[src/rtl/ht_pkg.sv]
`timescale 1ns/1ps
`default_nettype none
// +-----------------------------------------------------------------------+
// | ht_pkg : MPEG-1 Layer III Huffman table 5 constants and FSM states     |
// | Rev 1.0                                                               |
// +-----------------------------------------------------------------------+
package ht_pkg;

  typedef enum logic [1:0] {
    IDLE  = 2'd0,
    CODE  = 2'd1,
    SIGNX = 2'd2,
    SIGNY = 2'd3
  } ht_state_e;

  // Indexed by {x[1:0], y[1:0]}; codes right-aligned
  localparam logic [7:0] HT5_HCOD [16] = '{
    8'h01, 8'h02, 8'h06, 8'h05,
    8'h03, 8'h01, 8'h04, 8'h04,
    8'h07, 8'h05, 8'h07, 8'h01,
    8'h06, 8'h01, 8'h01, 8'h00
  };

  localparam logic [3:0] HT5_HLEN [16] = '{
    4'd1, 4'd3, 4'd6, 4'd7,
    4'd3, 4'd3, 4'd6, 4'd7,
    4'd6, 4'd6, 4'd7, 4'd8,
    4'd7, 4'd6, 4'd7, 4'd8
  };

  function automatic logic [3:0] mag4(input logic [3:0] v, input logic is_signed);
    return (is_signed && v[3]) ? (~v + 4'd1) : v;
  endfunction

endpackage
`default_nettype wire

[src/rtl/ht5_code_lut.sv]
`timescale 1ns/1ps
`default_nettype none
// +-----------------------------------------------------------------------+
// | ht5_code_lut : table-5 codeword lookup, left-aligned code + length     |
// | Rev 1.0                                                               |
// +-----------------------------------------------------------------------+
module ht5_code_lut
  import ht_pkg::*;
(
  input  logic [3:0] x_mag_i,
  input  logic [3:0] y_mag_i,
  output logic [7:0] code_o,
  output logic [3:0] len_o,
  output logic       in_range_o
);

  logic [3:0] idx;

  assign idx        = {x_mag_i[1:0], y_mag_i[1:0]};
  assign in_range_o = (x_mag_i[3:2] == 2'b00) && (y_mag_i[3:2] == 2'b00);
  assign len_o      = HT5_HLEN[idx];
  // Left-align so the shifter always emits from bit 7
  assign code_o     = HT5_HCOD[idx] << (4'd8 - HT5_HLEN[idx]);

endmodule
`default_nettype wire

[src/rtl/ht5_encoder.sv]
`timescale 1ns/1ps
`default_nettype none
// +-----------------------------------------------------------------------+
// | ht5_encoder : serial Huffman table-5 encoder with optional sign bits   |
// | Rev 1.0                                                               |
// +-----------------------------------------------------------------------+
module ht5_encoder
  import ht_pkg::*;
#(
  parameter int SIGN_BITS = 0
) (
  input  logic       clk,
  input  logic       rst,
  input  logic       axiiv,
  input  logic [3:0] x_val,
  input  logic [3:0] y_val,
  output logic       axiir,
  output logic       axiov,
  output logic       axiod,
  output logic       axiol,
  output logic       err
);

  localparam logic SB = (SIGN_BITS != 0);

  ht_state_e  state_q, state_d;
  logic [7:0] shreg_q, shreg_d;
  logic [3:0] cnt_q, cnt_d;
  logic       xneg_q, xneg_d, yneg_q, yneg_d;
  logic       xnz_q, xnz_d, ynz_q, ynz_d;
  logic       err_q, err_d;

  logic [3:0] x_mag, y_mag;
  logic [7:0] lut_code;
  logic [3:0] lut_len;
  logic       lut_ok;
  logic       last_bit;
  logic       accept;

  assign x_mag = mag4(x_val, SB);
  assign y_mag = mag4(y_val, SB);

  ht5_code_lut u_lut (
    .x_mag_i    (x_mag),
    .y_mag_i    (y_mag),
    .code_o     (lut_code),
    .len_o      (lut_len),
    .in_range_o (lut_ok)
  );

  // xnz/ynz are held low when signs are disabled, so CODE always ends the pair
  always_comb begin
    case (state_q)
      CODE:    last_bit = (cnt_q == 4'd1) && !(xnz_q || ynz_q);
      SIGNX:   last_bit = !ynz_q;
      SIGNY:   last_bit = 1'b1;
      default: last_bit = 1'b0;
    endcase
  end

  assign axiir  = (state_q == IDLE) || last_bit;
  assign accept = axiiv && axiir;
  assign axiov  = (state_q != IDLE);
  assign axiol  = last_bit;
  assign err    = err_q;

  always_comb begin
    case (state_q)
      CODE:    axiod = shreg_q[7];
      SIGNX:   axiod = xneg_q;
      SIGNY:   axiod = yneg_q;
      default: axiod = 1'b0;
    endcase
  end

  always_comb begin
    state_d = state_q;
    shreg_d = shreg_q;
    cnt_d   = cnt_q;
    xneg_d  = xneg_q;
    yneg_d  = yneg_q;
    xnz_d   = xnz_q;
    ynz_d   = ynz_q;
    err_d   = 1'b0;
    case (state_q)
      CODE: begin
        shreg_d = {shreg_q[6:0], 1'b0};
        cnt_d   = cnt_q - 4'd1;
        if (cnt_q == 4'd1) begin
          if (xnz_q)      state_d = SIGNX;
          else if (ynz_q) state_d = SIGNY;
          else            state_d = IDLE;
        end
      end
      SIGNX:   state_d = ynz_q ? SIGNY : IDLE;
      SIGNY:   state_d = IDLE;
      default: state_d = IDLE;
    endcase
    // Accept only happens in IDLE or on a final bit, so it overrides the above
    if (accept) begin
      if (lut_ok) begin
        state_d = CODE;
        shreg_d = lut_code;
        cnt_d   = lut_len;
        xneg_d  = SB && x_val[3];
        yneg_d  = SB && y_val[3];
        xnz_d   = SB && (x_val != 4'd0);
        ynz_d   = SB && (y_val != 4'd0);
      end else begin
        state_d = IDLE;
        err_d   = 1'b1;
      end
    end
  end

  always_ff @(posedge clk or negedge rst) begin
    if (!rst) begin
      state_q <= IDLE;
      shreg_q <= 8'd0;
      cnt_q   <= 4'd0;
      xneg_q  <= 1'b0;
      yneg_q  <= 1'b0;
      xnz_q   <= 1'b0;
      ynz_q   <= 1'b0;
      err_q   <= 1'b0;
    end else begin
      state_q <= state_d;
      shreg_q <= shreg_d;
      cnt_q   <= cnt_d;
      xneg_q  <= xneg_d;
      yneg_q  <= yneg_d;
      xnz_q   <= xnz_d;
      ynz_q   <= ynz_d;
      err_q   <= err_d;
    end
  end

endmodule
`default_nettype wire

[config.mk]
export PLATFORM = sky130hd
export DESIGN_NAME = ht5_encoder
export DESIGN_NICKNAME = d
export VERILOG_FILES = /design/src/rtl/ht_pkg.sv /design/src/rtl/ht5_code_lut.sv /design/src/rtl/ht5_encoder.sv
export SDC_FILE = /design/constraint.sdc
export NUM_CORES = 1
export LEC_CHECK = 0
export CAP_MARGIN = 20
export CORE_ASPECT_RATIO = 1.25
export CORE_UTILIZATION = 63
export DETAILED_ROUTE_END_ITERATION = 6
export DONT_BUFFER_PORTS = 1
export PLACE_DENSITY = 0.79
export SYNTH_ARGS = -nofsm -noshare
export SYNTH_HDL_FRONTEND = slang
export SYNTH_HIERARCHICAL = 1
export SYNTH_SLANG_ARGS = --single-unit
export TNS_END_PERCENT = 10
[constraint.sdc]
create_clock -name clk -period 4.1 [get_ports clk]
set_input_delay 0.82 -clock clk [delete_from_list [all_inputs] [get_ports clk]]
set_output_delay 0.82 -clock clk [all_outputs]
set_load 0.05 [all_outputs]
* After elaboration in Yosys (flattened, before gate mapping) *
Memories as Yosys holds them, arrays and structs flattened.
Index checks and enable logic that the tools add are counted.

word-level totals
  flip-flop bits (word level) = 15
  bits in read-only memories = 192
  input bits = 11
  output and inout port bits = 5
  memories = 2

cells by class
  add/subtract/negate cells = 2
  $lt $le $gt $ge = 1
  equal/unequal tests = 5
  shift-type cells = 1
  mux-type cells = 18
  bitwise logic cells = 1
  reduce and logical (&&, ||, !) cells = 8

memories
  name             words  bits a word  read ports  clocked after memory_dff  write ports  RTL line            text
  (no name shown)  16     8            1           0                         0            ht5_code_lut.sv:23  assign code_o = HT5_HCOD[idx] << (4'd8 - HT5_HLEN[idx]);
  (no name shown)  16     4            1           0                         0            ht5_code_lut.sv:23

operators by type and width
  cell                   number
  $mux W8                5
  $mux W4                5
  $shl A8 B4 Y8          1
  $logic_not A2 Y1       3
  $mux W2                3
  $ge A5 B5 Y1 const B   1
  $not A4 Y5             1
  $eq A2 B2 Y1 const B   2
  $eq A4 B1 Y1 const B   1
  $mux W1                4
  $sub A4 B1 Y4 const B  1
  $sub A4 B4 Y4 const A  1
  $ne A3 B3 Y1 const B   1
  $eq A2 B1 Y1 const B   1
  $logic_and A1 B1 Y1    2
  $pmux W1 S2            1
  $reduce_bool A2 Y1     1
  $reduce_or A2 Y1       1
  $logic_or A1 B1 Y1     1

* Depth between registers and ports, before layout *
Gate-level depths: netlist (run 1).

  depth after elaboration = 8
  gate-level depth with buffers = 8
  gate-level depth less buffers = 8

* Hierarchy *
Netlist (run 1), hierarchy kept.

modules (own cells, without submodules)
  module        instances  cells each  area an instance (um2)
  ht5_encoder   1          55          775.7
  ht5_code_lut  1          60          379.1

* Worst setup path before layout (run 1) *
Ideal clock, no wire load.

  kind = register -> output
  from = register state_q[0]
  to = output axiol
  arrival time = 1,780 ps
  required time = 3,280 ps
  path slack = 1,500 ps
  cell stages (with the launch flop) = 4
  path buffers = 1
  cells stage by stage = dfrtp_1 -> buf_2 -> inv_1 -> nor2_1

between the ends
  word-level cells in the longest chain between the ends = 3
  elaborated cells between the ends (all ways) = 5

ends and longest elaborated chain
  item                               RTL line            text
  start, declared                    ht5_encoder.sv:26   ht_state_e state_q, state_d;
  start signal, assigned             ht5_encoder.sv:127  state_q <= state_d;
  $eq A2 B2 Y1                       -
  $reduce_or A2 Y1 (no source line)  -
  $pmux W1 S2 (*)                    ht5_encoder.sv:53   case (state_q)
  end, declared                      ht5_encoder.sv:20   output logic axiol,

Every way passes the cells marked *; elsewhere a longest branch is shown, timed or not.

* Worst setup path in the final report (run 1) *
Same ends and word-level chain as after synthesis.

==> impl_metrics.ini, run 1 <==
[run_status]
result_of_the_run = finished clean

[drt]
initialDrtViolationCount = 7
avgRoutedWirePerCell_um = 14.5
wirelength_met1_um = 807
detail_route.wirelength_um = 1940
met2WireLength_um = 1030
routed-wl-met3_um = 66
num_vias = 777
viasPerCell = 5.80
dr.pass1.iters = 3
drt_drc_violations_left = 0
top_layer = met4
antenna_violating_nets_post_route = 0

[clock_tree]
clock-sinks = 14
postCtsSetupBuffers = 0
ctsRootBufferMaster = sky130_fd_sc_hd__clkbuf_4
worstSkewPairLatency_ns = 0.28
post_cts_resize_count = 0
cts_htree_levels = 1
clock_tree_buf_depth = 2
cts_tree = done
cts-buffers-inserted = 3
cts_hold_buffers = 0
path_clk_slew_ns = 0.08

[sta]
final_hold_viol_count = 0
final.min_clock_period_ns = 2.98
final_setup_violation_count = 0
layout_worst_path_cycle_share = 0.726
max_slew.worst_pin.slew_ns = 0.957
grt_setup_unrepaired = no
clock-skew-final_ns = 0.00406
report.final.slew_viol_count = 0
hold_ws_ns = 0.220
timing.max_slew.rel_slack = 0.362
max_clock_freq_mhz = 336
tns_ns = 0

[synthesis]
yosys_register_bits = 14
yosys_most_used_dff = sky130_fd_sc_hd__dfrtp_1
synth.net_count = 133
ys_types = 38
synth.most_common_cell = sky130_fd_sc_hd__dfrtp_1
postSynth.asyncResetShare = 1.00
cell_types_with_the_largest_area_share_after_synthesis = sky130_fd_sc_hd__dfrtp_1 (30%), sky130_fd_sc_hd__mux2_4 (13%), sky130_fd_sc_hd__mux2_2 (8.8%)
post_synth_inst_count = 115
synth.avg_cell_area_um2 = 10.0
synth_common_cells = sky130_fd_sc_hd__dfrtp_1 (14), sky130_fd_sc_hd__nand2_1 (13), sky130_fd_sc_hd__mux2_4 (10)
synth_sequential_area_ratio = 0.303
yosysTopAreaCell = sky130_fd_sc_hd__dfrtp_1
count_of_flip_flops_with_a_built_in_enable_after_synthesis = 0
synthDominantCellAreaShare = 0.303
synth.yosys.warnings = 6
synthesis.area_um2 = 1150

[grt]
pin_count_of_the_biggest_net_entering_global_routing = 17
groute.usage.overall = 0.240
grt_first_pass_wirelength_um = 3280
grt.overflow.total = 0
grt_antenna_before_repair = 0
vias_in_the_first_global_route = 794

[floorplanning]
initial_core_util = 0.704
die_h_um = 49.9
floorplan.rows = 16
coreArea_um2 = 1640
die_span_in_x_um = 40.3
ioPinCount = 16
floorplan.die_area_um2 = 2010

[pwr]
totalPowerFinal_mw = 0.633
peak_vdd_ir_v = 0.000236
pwr_density_cell_nw_per_um2 = 535
total_leakage_power_nw = 0.568

[job]
max_cap_viol_count = 0

[final_layout]
design_area_um2 = 1180
ff_latch_area_um2 = 350
area.growth.synth_to_final_pct = 2.49
layout_fillers = 123
drive_gt1_frac = 0.233
finish.net_count = 135
final_cell_count_no_fill = 134
area_occupied_by_multi_input_gates_um2 = 752
insertedDiodeCount = 0

[critical_path]
regToRegSetupSlack_ns = 2.05
regToRegEndpoint = err
timing.critical_path.to_type = primary output
critical_path.startpoint_type = flip-flop
cp_data_required_time_ns = 3.28
worstPathArrival_ns = 2.16
worstPathMaxFanout = 16
cpPeakStageDelay_ns = 0.98
regToRegStartpoint = state_q[0]
worst-r2r-cell-count = 2
worst_path_max_delay_cell = sky130_fd_sc_hd__dfrtp_1
criticalPathCategory = reg -> out
critical_path.cell_chain = inv_1 > nor2_1
worst_path_dominant_cell_family = flip-flops
path_buf_inv = 1

[placed_design]
dp_hpwl_um = 1530
routabilityCongestion = 0.758
placed_cell_area_um2 = 1150
placedCellCount = 130
portBuffers = 0

[worst_hold_path]
timing.hold.worst.class = in -> async
==> worst reg2reg max path, cell delays in order, from the launching register on <==
cell and delay (ns):
sky130_fd_sc_hd__dfrtp_1 0.98, sky130_fd_sc_hd__nand2_1 0.60, sky130_fd_sc_hd__and3b_1 0.36
==> metal layers <==
metal  vias to the layer above  GRT usage
met5                         -          0
met4                         0      0.100
met1                       350      0.272
met3                         4     0.0541
met2                        18      0.406
li1                        405          -
==> cells in the final DEF, fill, tap and decap left out, types with 3 or more instances in the layout <==
cell and instances:
sky130_fd_sc_hd__ha_1 7, sky130_fd_sc_hd__inv_1 6, sky130_fd_sc_hd__clkbuf_4 3, sky130_fd_sc_hd__mux2_4 10, sky130_fd_sc_hd__mux2_2 9, sky130_fd_sc_hd__nand2_1 13, sky130_fd_sc_hd__nor2b_1 5, sky130_fd_sc_hd__dfrtp_1 14
sky130_fd_sc_hd__a21oi_1 3, sky130_fd_sc_hd__nor2_1 8
==> registers in the layout, summed over array words and instances (netlist names) <==
register and count:
state_q 1, err 1, shreg_q 8, cnt_q 4
==> kinds of logic after synthesis <==
logic type               after synthesis  share of synthesized area
XOR/XNOR                               4                     0.0303
multiplexers                          20                      0.226
buffers and inverters                  9                     0.0455
AND/OR/NAND/NOR                       44                      0.202
flip-flops                            14                      0.303
adder cells (fa/ha/maj)                7                     0.0758
AO/OA/AOI/OAI                         17                      0.117
==> power breakdown <==
group,switching (mW),internal (mW),leakage [nW]
registers,0.0806,0.187,0.182
logic,0.119,0.147,0.365
clock network,0.0447,0.0541,0.0210
==> metrics by stage <==
step / util / worst slack, ns
3_5_place_dp: 0.699 / 1.43
5_1_grt: 0.721 / 1.01
3_3_place_gp: 0.699 / 1.43
4_1_cts: 0.721 / 1.10
6_report: 0.721 / 1.12
2_1_floorplan: - / 1.50
==> worst max-delay path by stage <==
stage | start | end | slack [ns] | cells past startpoint
2_1_floorplan | state_q[0] | axiol | 1.50 | 3
3_3_place_gp | state_q[0] | axiol | 1.43 | 2
3_5_place_dp | state_q[0] | axiol | 1.43 | 2
4_1_cts | state_q[0] | axiol | 1.10 | 2
5_1_grt | state_q[0] | axiol | 1.01 | 2
6_report | state_q[0] | axiol | 1.12 | 2
==> area by class of cell <==
class | count | share of cell area
Sequential cell | 14 | 0.296
Tap cell | 18 | 0.0190
Inverter | 6 | 0.0190
Multi-Input combinational cell | 92 | 0.635
Clock buffer | 4 | 0.0307
Power figures use the tool's default switching activity.
==> run 2, diff against run 1 <==
- CORE_UTILIZATION: 63 -> 56
- PLACE_DENSITY: 0.79 -> 0.74
- clock period: 4.1 -> 2.7 ns (I/O delays scaled with it)
==> impl_metrics.ini, run 2 (synthesis gave the netlist of run 1 again) <==
[drt]
num_vias = 807
detail_route.wirelength_um = 1960
dr.pass1.iters = 4
drt_drc_violations_left = 0
antenna_violating_nets_post_route = 0
viasPerCell = 5.85
avgRoutedWirePerCell_um = 14.2
initialDrtViolationCount = 22

[sta]
timing.max_slew.rel_slack = 0.595
grt_setup_unrepaired = no
max_clock_freq_mhz = 445
tns_ns = 0
clock-skew-final_ns = 0.000354
max_slew.worst_pin.slew_ns = 0.604
final_hold_viol_count = 0
layout_worst_path_cycle_share = 0.832
final.min_clock_period_ns = 2.25
final_setup_violation_count = 0
report.final.slew_viol_count = 0
hold_ws_ns = 0.448

[final_layout]
drive_gt1_frac = 0.237
max_ffs_per_register = 8
finish.net_count = 138
area_occupied_by_multi_input_gates_um2 = 752
design_area_um2 = 1200
ff_latch_area_um2 = 350
biggestRegsByFlops = shreg_q: 8 flops, cnt_q: 4 flops
regMostFlops = shreg_q
layout.cells.most_common = sky130_fd_sc_hd__dfrtp_1
final_cell_mix = sky130_fd_sc_hd__dfrtp_1 (14), sky130_fd_sc_hd__nand2_1 (13), sky130_fd_sc_hd__mux2_4 (10)
insertedDiodeCount = 0
area.growth.synth_to_final_pct = 3.68
layout_fillers = 163

[floorplanning]
initial_core_util = 0.589
coreArea_um2 = 1960
die_span_in_x_um = 42.6
die_h_um = 52.8
floorplan.die_area_um2 = 2250
ioPinCount = 16
floorplan.rows = 18

[pwr]
power.share.combinational = 0.495
peak_vdd_ir_v = 0.000426
p_int_mw = 0.572
total_leakage_power_nw = 0.576
power_switching_share = 0.391
clock_power_share = 0.120
pwr_density_cell_nw_per_um2 = 784
p_seq_frac = 0.385
net-switching-power_mw = 0.367

[placed_design]
placed_cell_area_um2 = 1160
routabilityCongestion = 0.883
dp_hpwl_um = 1530
portBuffers = 0

[clock_tree]
ctsRootBufferMaster = sky130_fd_sc_hd__clkbuf_4
path_clk_slew_ns = 0.08
clock_tree_buf_depth = 2
worstSkewPairLatency_ns = 0.27
postCtsSetupBuffers = 0
cts-buffers-inserted = 3
clock-sinks = 14
cts_htree_levels = 1
cts_tree = done
cts_hold_buffers = 1
post_cts_resize_count = 0

[grt]
grt_antenna_before_repair = 0
groute.usage.overall = 0.189
pin_count_of_the_biggest_net_entering_global_routing = 17
grt.overflow.total = 0
grt_first_pass_wirelength_um = 3210
vias_in_the_first_global_route = 806

[worst_hold_path]
timing.hold.worst.class = in -> reg
holdPathEnd = err
worst_hold_depth = 1
hold_path_startpoint = axiiv

[critical_path]
critical_path.startpoint_type = flip-flop
regToRegSetupSlack_ns = 0.69
worstPathMaxFanout = 3
cp_data_required_time_ns = 2.16
critical_path.cell_chain = inv_1 > ha_1 > or3b_4 > nand2_1
cpPeakStageDelay_ns = 0.40
worstPathArrival_ns = 1.71
regToRegEndpoint = shreg_q[7]
timing.critical_path.to_type = primary output
worst_path_max_delay_cell = sky130_fd_sc_hd__or3b_4
regToRegStartpoint = cnt_q[1]
criticalPathCategory = reg -> out
worst-r2r-cell-count = 5

[job]
max_cap_viol_count = 0

[run_status]
result_of_the_run = finished clean
-- run 2: cell types whose count changed in the layout (fill, tap and decap cells not counted), sizes merged --
cell / change
dlygate4sd3: +1
clkbuf: -1
buf: +2
-- run 2: power groups by stage --
stage	logic (mW)	registers [mW]	clock network, mW
after global placement	0.446	0.364	0
after floorplan	0.382	0.378	0
final	0.465	0.362	0.113
after CTS	0.468	0.364	0.116
after detailed placement	0.460	0.368	0
after global routing	0.512	0.376	0.123
-- run 2: worst max-delay path: cells and delay by family (launching register included) --
| kind | cells | cell delay [ns] |
|---|---|---|
| DFF | 1 | 0.38 |
| and+or+nand+nor | 2 | 0.80 |
| adders and majority gates | 1 | 0.15 |
| buffers and inverters | 1 | 0.10 |
-- run 2: layer usage --
metal,vias to the layer above,share of wire,GRT usage
met4,0,0.015,0.0938
met5,-,0,0
li1,409,-,-
met2,19,0.53,0.341
met1,375,0.43,0.223
met3,4,0.032,0.0172
-- run 2: worst max-delay path by stage --
stage | from | end | cells after the start
floorplan | state_q[0] | axiol | 3
global placement | y_val[0] | shreg_q[3] | 8
detailed placement | y_val[0] | shreg_q[3] | 8
CTS | cnt_q[1] | axiir | 4
global route | cnt_q[1] | axiir | 4
finish | cnt_q[1] | axiir | 4
-- run 2: layout make-up --
type                    instances  area share
clock buffers                   3      0.0188
inverters                       6      0.0188
flip-flops and latches         14       0.293
well taps                      20      0.0209
repair buffers                  3      0.0209
multi-input cells              92       0.628
-- run 2: stage by stage --
stage	cells	setup WS, ns	total power, mW	utilization
after floorplan	115	0.380	0.761	-
after global placement	134	0.379	0.810	0.595
after detailed placement	134	0.330	0.829	0.595
after CTS	138	0.440	0.947	0.611
after global routing	138	0.373	1.01	0.611
final	138	0.453	0.939	0.611
==> run 3, diff against run 2 <==
- CORE_UTILIZATION: 56 -> 62
- PLACE_DENSITY: 0.74 -> 0.78
- clock period: 2.7 -> 2.1 ns (I/O delays scaled with it)
==> impl_metrics.ini, run 3 (synthesis gave the netlist of run 1 again) <==
[run_status]
result_of_the_run = finished with violations
violations = design-rule violations

[final_layout]
biggestRegsByFlops = shreg_q: 8 flops, cnt_q: 4 flops
max_ffs_per_register = 8
layout_fillers = 132
drive_gt1_frac = 0.307
regMostFlops = shreg_q
layout.cells.most_common = sky130_fd_sc_hd__dfrtp_1
ff_latch_area_um2 = 350
final_cell_mix = sky130_fd_sc_hd__dfrtp_1 (14), sky130_fd_sc_hd__nand2_1 (13), sky130_fd_sc_hd__mux2_4 (10)
final_cell_count_no_fill = 146
final_core_util = 0.740
finish.net_count = 146
insertedDiodeCount = 0
area_occupied_by_multi_input_gates_um2 = 759
area.growth.synth_to_final_pct = 13.1

[grt]
pin_count_of_the_biggest_net_entering_global_routing = 17
grt.overflow.total = 0
grt_antenna_before_repair = 0
groute.usage.overall = 0.257
grt_first_pass_wirelength_um = 3660
vias_in_the_first_global_route = 921

[pwr]
total_leakage_power_nw = 0.629
pwr_density_cell_nw_per_um2 = 1020
peak_vdd_ir_v = 0.000471
totalPowerFinal_mw = 1.33

[sta]
grt_setup_unrepaired = no
report.final.slew_viol_count = 0
max_slew.worst_pin.slew_ns = 0.615
final_setup_violation_count = 0
layout_worst_path_cycle_share = 0.963
timing.max_slew.rel_slack = 0.589
final_hold_viol_count = 0
setup_slack_ns = 0.0768
final.min_clock_period_ns = 2.02
max_clock_freq_mhz = 494
hold_ws_ns = 0.313
clock-skew-final_ns = 0.000636

[drt]
avgRoutedWirePerCell_um = 14.6
initialDrtViolationCount = 9
viasPerCell = 5.87
detail_route.wirelength_um = 2130
dr.pass1.iters = 6
num_vias = 857
antenna_violating_nets_post_route = 0
drt_drc_violations_left = 1

[placed_design]
place_worst_setup_slack_ns = -0.0270
placedCellCount = 141
portBuffers = 0
routabilityCongestion = 0.858
dp_hpwl_um = 1700

[critical_path]
cpPeakStageDelay_ns = 0.42
critical_path.startpoint = cnt_q[1]
worst_path_dominant_cell_family = simple AND/OR/NAND/NOR gates
critical_path.startpoint_type = flip-flop
regToRegEndpoint = shreg_q[7]
worst-path-stages = 5
path_buf_inv = 2
worst_setup_path_endpoint = axiir
regToRegStartpoint = cnt_q[1]
critical_path.cell_chain = inv_2 > ha_1 > or3b_4 > nand2_1 > buf_6
timing.critical_path.to_type = primary output
regToRegSetupSlack_ns = 0.27
criticalPathCategory = reg -> out
worstPathMaxFanout = 3
cp_data_required_time_ns = 1.68
worst_path_max_delay_cell = sky130_fd_sc_hd__or3b_4
worst-r2r-cell-count = 6
worstPathArrival_ns = 1.60

[job]
max_cap_viol_count = 0

[worst_hold_path]
timing.hold.worst.class = in -> reg

[clock_tree]
cts_htree_levels = 1
ctsRootBufferMaster = sky130_fd_sc_hd__clkbuf_4
cts-buffers-inserted = 3
cts_tree = done
clock-sinks = 14
worstSkewPairLatency_ns = 0.27
clock_tree_buf_depth = 2
path_clk_slew_ns = 0.08

[floorplanning]
floorplan.die_area_um2 = 2040
initial_core_util = 0.654
ioPinCount = 16
coreArea_um2 = 1770
floorplan.rows = 17
die_span_in_x_um = 40.6
die_h_um = 50.3
run 3: changes by cell type in the layout (fill, tap and decap cells not counted), sizes merged:
cell,before,now
clkbuf,3,4
buf,2,10
run 3: how the worst min path moves through the flow:
stage          start  cells after the start    endpoint  slack, ns
5_1_grt        axiiv                      1         err       0.31
2_1_floorplan    rst                      0    cnt_q[0]       0.12
3_3_place_gp     rst                      0  shreg_q[2]       0.12
4_1_cts        axiiv                      1         err       0.31
3_5_place_dp     rst                      0  shreg_q[5]       0.12
6_report       axiiv                      1         err       0.31
run 3: worst reg2reg max path: cells and delay by family, from the launching register on:
kind | cells | cell delay, ns
adder cells (fa/ha/maj) | 1 | 0.14
multiplexers | 1 | 0.34
flip-flops | 1 | 0.40
buffers and inverters | 2 | 0.25
AO/OA/AOI/OAI | 1 | 0.18
AND/OR/NAND/NOR | 1 | 0.42
run 3: cell type report:
type	count	area share
inverters	6	0.0172
multi-input cells	92	0.581
well taps	19	0.0182
repair buffers	11	0.0872
clock buffers	4	0.0278
flip-flops and latches	14	0.268
run 3: where the power goes:
part | internal (mW) | leakage, nW | switching (mW)
combinational | 0.345 | 0.425 | 0.296
sequential | 0.366 | 0.182 | 0.130
clock | 0.105 | 0.0210 | 0.0830
run 3: layer usage:
| metal | share of wire | routed length [um] | vias up | GRT usage |
|---|---|---|---|---|
| li1 | - | - | 428 | - |
| met1 | 0.40 | 856 | 399 | 0.279 |
| met2 | 0.55 | 1180 | 24 | 0.442 |
| met3 | 0.033 | 70 | 6 | 0.0531 |
| met4 | 0.013 | 27 | 0 | 0.122 |
| met5 | 0 | 0 | - | 0 |
run 3: through the flow:
stage,setup TNS (ns),cell area [um2]
2_1_floorplan,0,1160
3_3_place_gp,0,1250
3_5_place_dp,-0.0270,1250
4_1_cts,0,1300
5_1_grt,0,1310
6_report,0,1310
run 3: timing repair:
item                       4_1_cts  5_1_grt
gates resized for setup          0        3
hold endpoints to repair        14        0
hold buffers                     1        0
setup endpoints to repair        0        2
buffers inserted                 0        0
